===== src/rtl/omr_pkg.sv =====
// Shared constants, FSM state type and slice helper for the OMR sheet front end.
package omr_pkg;

  localparam int NUM_Q  = 10;
  localparam int OPT_W  = 4;
  localparam int ANS_W  = NUM_Q * OPT_W;
  localparam int QIDX_W = 4;

  typedef enum logic [1:0] {
    IDLE = 2'd0,
    LOAD = 2'd1,
    HOLD = 2'd2
  } omr_state_e;

  // MSB position of question q's slice: Q1 occupies the top nibble.
  function automatic int slice_pos(input int q);
    return ANS_W - 1 - OPT_W * q;
  endfunction

endpackage


===== src/rtl/omr_sheet_loader_if.sv =====
// Scanner/grader facing signals of the sheet loader, bundled with loader and driver views.
// Handshake: a row transfers on any rising edge where row_valid && row_ready; the
// scanner holds row_data stable until then. The sheet is consumed on an edge where
// sheet_valid && sheet_ack.
interface omr_sheet_loader_if;
  import omr_pkg::*;

  logic                 sheet_start;
  logic                 row_valid;
  logic [OPT_W-1:0]     row_data;
  logic                 row_ready;
  logic [QIDX_W-1:0]    q_index;
  logic                 busy;
  logic [ANS_W-1:0]     student_answers;
  logic [NUM_Q-1:0]     blank_mask;
  logic [NUM_Q-1:0]     multi_mask;
  logic                 sheet_valid;
  logic                 sheet_ack;

  modport slave (
    input  sheet_start, row_valid, row_data, sheet_ack,
    output row_ready, q_index, busy, student_answers, blank_mask, multi_mask, sheet_valid
  );

  modport master (
    output sheet_start, row_valid, row_data, sheet_ack,
    input  row_ready, q_index, busy, student_answers, blank_mask, multi_mask, sheet_valid
  );

endinterface


===== src/rtl/omr_row_classifier.sv =====
// Combinational classification of one bubble row into single mark, blank or multi-mark.
module omr_row_classifier
  import omr_pkg::*;
(
  input  logic [OPT_W-1:0] row_data,
  output logic             is_one_hot,
  output logic             is_blank,
  output logic             is_multi,
  output logic [OPT_W-1:0] row_clean
);

  always_comb begin
    is_one_hot = $onehot(row_data);
    is_blank   = (row_data == '0);
    is_multi   = !is_one_hot && !is_blank;
    // Anything other than a single mark is stored as 0000 so it never matches a key.
    row_clean  = is_one_hot ? row_data : '0;
  end

endmodule


===== src/rtl/omr_sheet_loader.sv =====
// Assembles NUM_Q scanned rows into one answer vector with blank/multi masks and
// holds the completed sheet until the grader acknowledges it.
module omr_sheet_loader
  import omr_pkg::*;
(
  input  logic                clk,
  input  logic                reset,
  omr_sheet_loader_if.slave   bus,
  output omr_state_e          state_dbg
);

  omr_state_e          state_q, state_d;
  logic [QIDX_W-1:0]   q_index_q, q_index_d;
  logic [ANS_W-1:0]    answers_q, answers_d;
  logic [NUM_Q-1:0]    blank_q, blank_d;
  logic [NUM_Q-1:0]    multi_q, multi_d;

  logic                is_one_hot;
  logic                is_blank;
  logic                is_multi;
  logic [OPT_W-1:0]    row_clean;

  omr_row_classifier u_row_classifier (
    .row_data   (bus.row_data),
    .is_one_hot (is_one_hot),
    .is_blank   (is_blank),
    .is_multi   (is_multi),
    .row_clean  (row_clean)
  );

  always_comb begin
    state_d   = state_q;
    q_index_d = q_index_q;
    answers_d = answers_q;
    blank_d   = blank_q;
    multi_d   = multi_q;

    unique case (state_q)
      IDLE: begin
        if (bus.sheet_start) begin
          state_d   = LOAD;
          q_index_d = '0;
          answers_d = '0;
          blank_d   = '0;
          multi_d   = '0;
        end
      end

      LOAD: begin
        // A restart wins over a row presented in the same cycle.
        if (bus.sheet_start) begin
          q_index_d = '0;
          answers_d = '0;
          blank_d   = '0;
          multi_d   = '0;
        end else if (bus.row_valid) begin
          for (int i = 0; i < NUM_Q; i++) begin
            if (q_index_q == QIDX_W'(i)) begin
              answers_d[slice_pos(i) -: OPT_W] = is_one_hot ? row_clean : '0;
              blank_d[NUM_Q-1-i]               = is_blank;
              multi_d[NUM_Q-1-i]               = is_multi;
            end
          end
          if (q_index_q == QIDX_W'(NUM_Q - 1)) begin
            state_d   = HOLD;
            q_index_d = '0;
          end else begin
            q_index_d = q_index_q + QIDX_W'(1);
          end
        end
      end

      HOLD: begin
        if (bus.sheet_ack) begin
          if (bus.sheet_start) begin
            state_d   = LOAD;
            q_index_d = '0;
            answers_d = '0;
            blank_d   = '0;
            multi_d   = '0;
          end else begin
            state_d = IDLE;
          end
        end
      end

      default: state_d = IDLE;
    endcase
  end

  always_ff @(posedge clk) begin
    if (reset) begin
      state_q   <= IDLE;
      q_index_q <= '0;
      answers_q <= '0;
      blank_q   <= '0;
      multi_q   <= '0;
    end else begin
      state_q   <= state_d;
      q_index_q <= q_index_d;
      answers_q <= answers_d;
      blank_q   <= blank_d;
      multi_q   <= multi_d;
    end
  end

  assign bus.row_ready       = (state_q == LOAD);
  assign bus.busy            = (state_q != IDLE);
  assign bus.sheet_valid     = (state_q == HOLD);
  assign bus.q_index         = q_index_q;
  assign bus.student_answers = answers_q;
  assign bus.blank_mask      = blank_q;
  assign bus.multi_mask      = multi_q;
  assign state_dbg           = state_q;

endmodule

===== src/flat_wrapper.sv =====
// flat-port wrapper written by rule: the top's interface ports become plain ports
module omr_sheet_loader_flat import omr_pkg::*;
  (clk, reset, state_dbg, bus_sheet_start, bus_row_valid, bus_row_data, bus_sheet_ack, bus_row_ready, bus_q_index, bus_busy, bus_student_answers, bus_blank_mask, bus_multi_mask, bus_sheet_valid);
  omr_sheet_loader_if bus_i ();
  input  logic clk;
  input  logic reset;
  output omr_state_e state_dbg;
  input wire logic [$bits(bus_i.sheet_start)-1:0] bus_sheet_start;
  input wire logic [$bits(bus_i.row_valid)-1:0] bus_row_valid;
  input wire logic [$bits(bus_i.row_data)-1:0] bus_row_data;
  input wire logic [$bits(bus_i.sheet_ack)-1:0] bus_sheet_ack;
  output wire logic [$bits(bus_i.row_ready)-1:0] bus_row_ready;
  output wire logic [$bits(bus_i.q_index)-1:0] bus_q_index;
  output wire logic [$bits(bus_i.busy)-1:0] bus_busy;
  output wire logic [$bits(bus_i.student_answers)-1:0] bus_student_answers;
  output wire logic [$bits(bus_i.blank_mask)-1:0] bus_blank_mask;
  output wire logic [$bits(bus_i.multi_mask)-1:0] bus_multi_mask;
  output wire logic [$bits(bus_i.sheet_valid)-1:0] bus_sheet_valid;
  assign bus_i.sheet_start = bus_sheet_start;
  assign bus_i.row_valid = bus_row_valid;
  assign bus_i.row_data = bus_row_data;
  assign bus_i.sheet_ack = bus_sheet_ack;
  assign bus_row_ready = bus_i.row_ready;
  assign bus_q_index = bus_i.q_index;
  assign bus_busy = bus_i.busy;
  assign bus_student_answers = bus_i.student_answers;
  assign bus_blank_mask = bus_i.blank_mask;
  assign bus_multi_mask = bus_i.multi_mask;
  assign bus_sheet_valid = bus_i.sheet_valid;
  omr_sheet_loader u_core (.clk(clk), .reset(reset), .bus(bus_i), .state_dbg(state_dbg));
endmodule

===== config.mk =====
export PLATFORM = sky130hd
export DESIGN_NAME = omr_sheet_loader_flat
export DESIGN_NICKNAME = d
export VERILOG_FILES = /design/src/rtl/omr_pkg.sv /design/src/rtl/omr_sheet_loader_if.sv /design/src/rtl/omr_row_classifier.sv /design/src/rtl/omr_sheet_loader.sv /design/src/flat_wrapper.sv
export SDC_FILE = /design/constraint.sdc
export NUM_CORES = 1
export LEC_CHECK = 0
export BUFFER_PORTS_ARGS = -buffer_cell sky130_fd_sc_hd__buf_2
export CORE_UTILIZATION = 47
export DETAILED_ROUTE_END_ITERATION = 12
export GPL_TIMING_DRIVEN = 0
export PLACE_DENSITY_LB_ADDON = 0.15
export SLEW_MARGIN = 20
export SYNTH_ARGS = -nofsm -noshare
export SYNTH_HDL_FRONTEND = slang
export SYNTH_SLANG_ARGS = --single-unit

===== constraint.sdc =====
create_clock -name clk -period 1.8 [get_ports clk]
set_input_delay 0.09 -clock clk [delete_from_list [all_inputs] [get_ports clk]]
set_output_delay 0.09 -clock clk [all_outputs]
set_load 0.005 [all_outputs]

==> impl_metrics.py <==
metrics = {
    "final_layout": {
        "drive_above_1_share_pct": 38.1,
        "antennaDiodeCount": 0,
        "nets": 394,
        "syn2layout_area_growth_pct": 26.9,
        "fin_area_um2": 3820,
        "finalNonFillerCells": 461,
        "final_cell_mix": "78 x buf_2, 65 x dfxtp_1, 43 x nand2b_1, 41 x mux2i_1, 20 x inv_1",
        "final_common_cell": "buf_2",
    },
    "power_and_ir_drop": {
        "combPwrFrac_pct": 11.3,
        "power_leakage_nw": 1.73,
        "clkPwrFrac_pct": 38.5,
        "p_int_mw": 2.17,
        "swShare_pct": 27.0,
        "p_sw_uw": 803,
        "power_density_nw_per_um2": 778,
        "pwr-share-seq_pct": 50.2,
        "ir_drop_mv": 0.571,
    },
    "route": {
        "drt-initial-drc-count": 61,
        "routedWlPerCell_um": 15.3,
        "vias": 2364,
        "dr.pass1.iters": 4,
        "wl_um": 7070,
        "drc": 0,
        "ant_nets": 0,
        "viasPerCell": 5.13,
    },
    "grt": {
        "grt_pass1_wl_um": 11100,
        "grt_antenna_before_repair": 0,
        "grt_max_degree": 13,
        "grt-ovfl-total": 0,
        "grt_pass1_vias": 2320,
        "track_usage_pct": 22.5,
    },
    "synth": {
        "yosysWarnings": 0,
        "ys_ff_latch": 66,
        "synthTopCellsByArea": "dfxtp_1 44%, mux2i_1 14%, nand2b_1 8.9%",
        "yosysSeqAreaShare_pct": 43.9,
        "dominantRegCellSynth": "dfxtp_1",
        "synth_cell_type_count": 48,
        "syn_area_um2": 3010,
        "synth_enable_flop_cells": 0,
        "postSynthCellCount": 292,
        "synth_top_area_cell": "dfxtp_1",
        "async_flop_share_pct": 0,
        "synth_top_area_share_pct": 43.9,
        "synth_fp_nets": 305,
        "syn_area_per_cell_um2": 10.3,
    },
    "die": {
        "start_util_pct": 49.7,
        "core_region_area_um2": 6060,
        "rows": 28,
        "die_h_um": 82.0,
        "die_w_um": 82.0,
        "ioPinCount": 78,
        "fp.dieArea_um2": 6730,
    },
    "critical_path": {
        "path_cells": "or4b_4 > or3_4 > or2_0 > buf_6 > o32ai_2",
        "slowest_delay_ns": 0.55,
        "crit_fanout": 7,
        "startpoint": "u_core.state_dbg[1]",
        "reg2reg_slack_ns": -0.05,
        "end_kind": "flip-flop",
        "critPathCapture": "u_core.bus.multi_mask[8]",
        "crit_arrival_ns": 2.10,
        "r2r_cells": 5,
        "start_kind": "flip-flop",
        "critPathKind": "reg -> reg",
        "crit_slowest_cell": "or4b_4",
        "r2r-end": "u_core.bus.multi_mask[8]",
        "timing.rr.start": "u_core.state_dbg[1]",
        "required_ns": 2.05,
    },
    "sta": {
        "relSlewSlack_pct": 67.7,
        "clock.fmax_mhz": 540,
        "clock_skew_ns": 0.00987,
        "holdWs_ns": 0.114,
        "report.final.setup_viol": 7,
        "period_needed_ns": 1.85,
        "period_share_pct": 103,
        "tightest_slew_ns": 0.482,
        "setup_ws_ns": -0.0520,
        "drv_slew": 0,
        "grt_setup_unrepaired": "yes",
        "hold_viol": 0,
    },
    "status": {
        "violations": "setup timing",
        "status": "finished, violations left",
    },
    "clock_network": {
        "clk_latency_ns": 0.34,
        "cts_max_path_buffers": 2,
        "cts_htree_levels": 3,
        "clkTransAtPathRegs_ns": 0.07,
        "cts_inserted_buffers": 9,
        "cts_root_buf": "clkbuf_8",
        "clock-sinks": 66,
        "cts_tree": "built",
    },
    "placement": {
        "dp_hpwl_um": 4920,
        "routabilityCongestion": 0.839,
        "placed_cell_area_um2": 3530,
        "placedCellCount": 444,
        "portBuffers": 77,
    },
    "job": {
        "drv_cap": 0,
    },
    "min_path": {
        "min_path_cells": 4,
        "holdCritPathClass": "in -> reg",
    },
}
==> layer usage <==
layer  vias to the layer above  wire length (um)  track usage (%)
met5                         -                 0                0
met1                      1123              3220             28.3
met4                         0               110             8.25
met3                         9               315             6.22
li1                       1181                 -                -
met2                        51              3430             36.4
==> kinds of logic (layout without fill, tap and decap cells) <==
logic type	Yosys count	after routing	share of synthesized area, %
buffers and inverters	39	133	7.23
adders and majority gates	4	4	1.91
AOI/OAI and AO/OA	47	47	12.4
xor gates and xnor gates	1	1	0.291
muxes	41	41	13.6
and+or+nand+nor	94	94	20.6
DFF	66	66	43.9
==> power by group through the flow <==
| stage | registers, mW | logic [mW] | clock network [mW] |
|---|---|---|---|
| 2_1_floorplan | 1.53 | 0.219 | 0 |
| 3_3_place_gp | 1.53 | 0.306 | 0 |
| 3_5_place_dp | 1.53 | 0.312 | 0 |
| 4_1_cts | 1.49 | 0.324 | 1.16 |
| 5_1_grt | 1.49 | 0.366 | 1.23 |
| 6_report | 1.49 | 0.336 | 1.14 |
==> final cells by class <==
cell class	count	area [um2]
Fill cell	527	2240
Clock inverter	6	41.3
Inverter	23	98.8
Buffer	15	134
Multi-Input combinational cell	187	1580
Clock buffer	10	138
Tap cell	75	93.8
Sequential cell	66	1320
Timing Repair Buffer	79	413
==> synth_stat cells, types with 2 or more instances <==
| library cell | count |
|---|---|
| nand3_1 | 2 |
| nand3b_1 | 2 |
| nor3_1 | 2 |
| inv_1 | 23 |
| dfxtp_1 | 66 |
| and2b_2 | 2 |
| nor2_2 | 4 |
| o21ai_1 | 4 |
| mux2i_1 | 41 |
| o32ai_1 | 7 |
| or2_2 | 2 |
| nor2b_1 | 8 |
| or2_0 | 2 |
| o32ai_2 | 7 |
| a21oi_1 | 9 |
| nand2b_1 | 43 |
| o21ai_0 | 9 |
| ha_1 | 3 |
| nor2_4 | 3 |
| buf_2 | 2 |
| clkbuf_8 | 5 |
| nor2_1 | 8 |
| nand2_1 | 5 |
| a21oi_2 | 2 |
| buf_6 | 2 |
| clkbuf_1 | 6 |
| and4bb_2 | 2 |
==> timing repair <==
item	in CTS	in global routing
resized for setup	4	16
pin swaps	2	0
setup endpoints to repair	42	57
hold buffers	0	0
buffers inserted	2	0
==> worst max-delay path, delay by kind of cell (launching register included) <==
family / cells / cell delay (ns)
simple gates: 3 / 1.17
compound gates: 1 / 0.11
buf+inv: 1 / 0.15
flops: 1 / 0.33
==> state kept, by name (all words and copies together), names as in the netlist <==
name / count
u_core.bus.multi_mask: 10
u_core.bus.q_index: 4
u_core.state_dbg: 2
u_core.bus.student_answers: 40
u_core.bus.blank_mask: 10
==> how the worst min path moves through the flow <==
| stage | start | end | slack, ns |
|---|---|---|---|
| detailed placement | u_core.bus.student_answers[4] | u_core.bus.student_answers[4] | 0.46 |
| CTS | bus_sheet_ack | u_core.state_dbg[1] | 0.09 |
| global placement | bus_sheet_ack | u_core.state_dbg[1] | 0.44 |
| global route | bus_sheet_ack | u_core.state_dbg[1] | 0.13 |
| finish | bus_sheet_ack | u_core.state_dbg[1] | 0.11 |
| floorplan | bus_sheet_ack | u_core.state_dbg[1] | 0.29 |
==> stage by stage <==
step           TNS (ns)  worst slack (ns)  util [%]  power, mW
2_1_floorplan    -0.189           -0.0346         -       1.75
3_3_place_gp     -13.99            -0.318      58.3       1.83
3_5_place_dp     -16.55            -0.382      58.3       1.84
4_1_cts           -1.07           -0.0592      61.9       2.98
5_1_grt           -3.49            -0.106      63.0       3.09
6_report         -0.231           -0.0520      63.0       2.97
(Power assumes the default switching activity.)
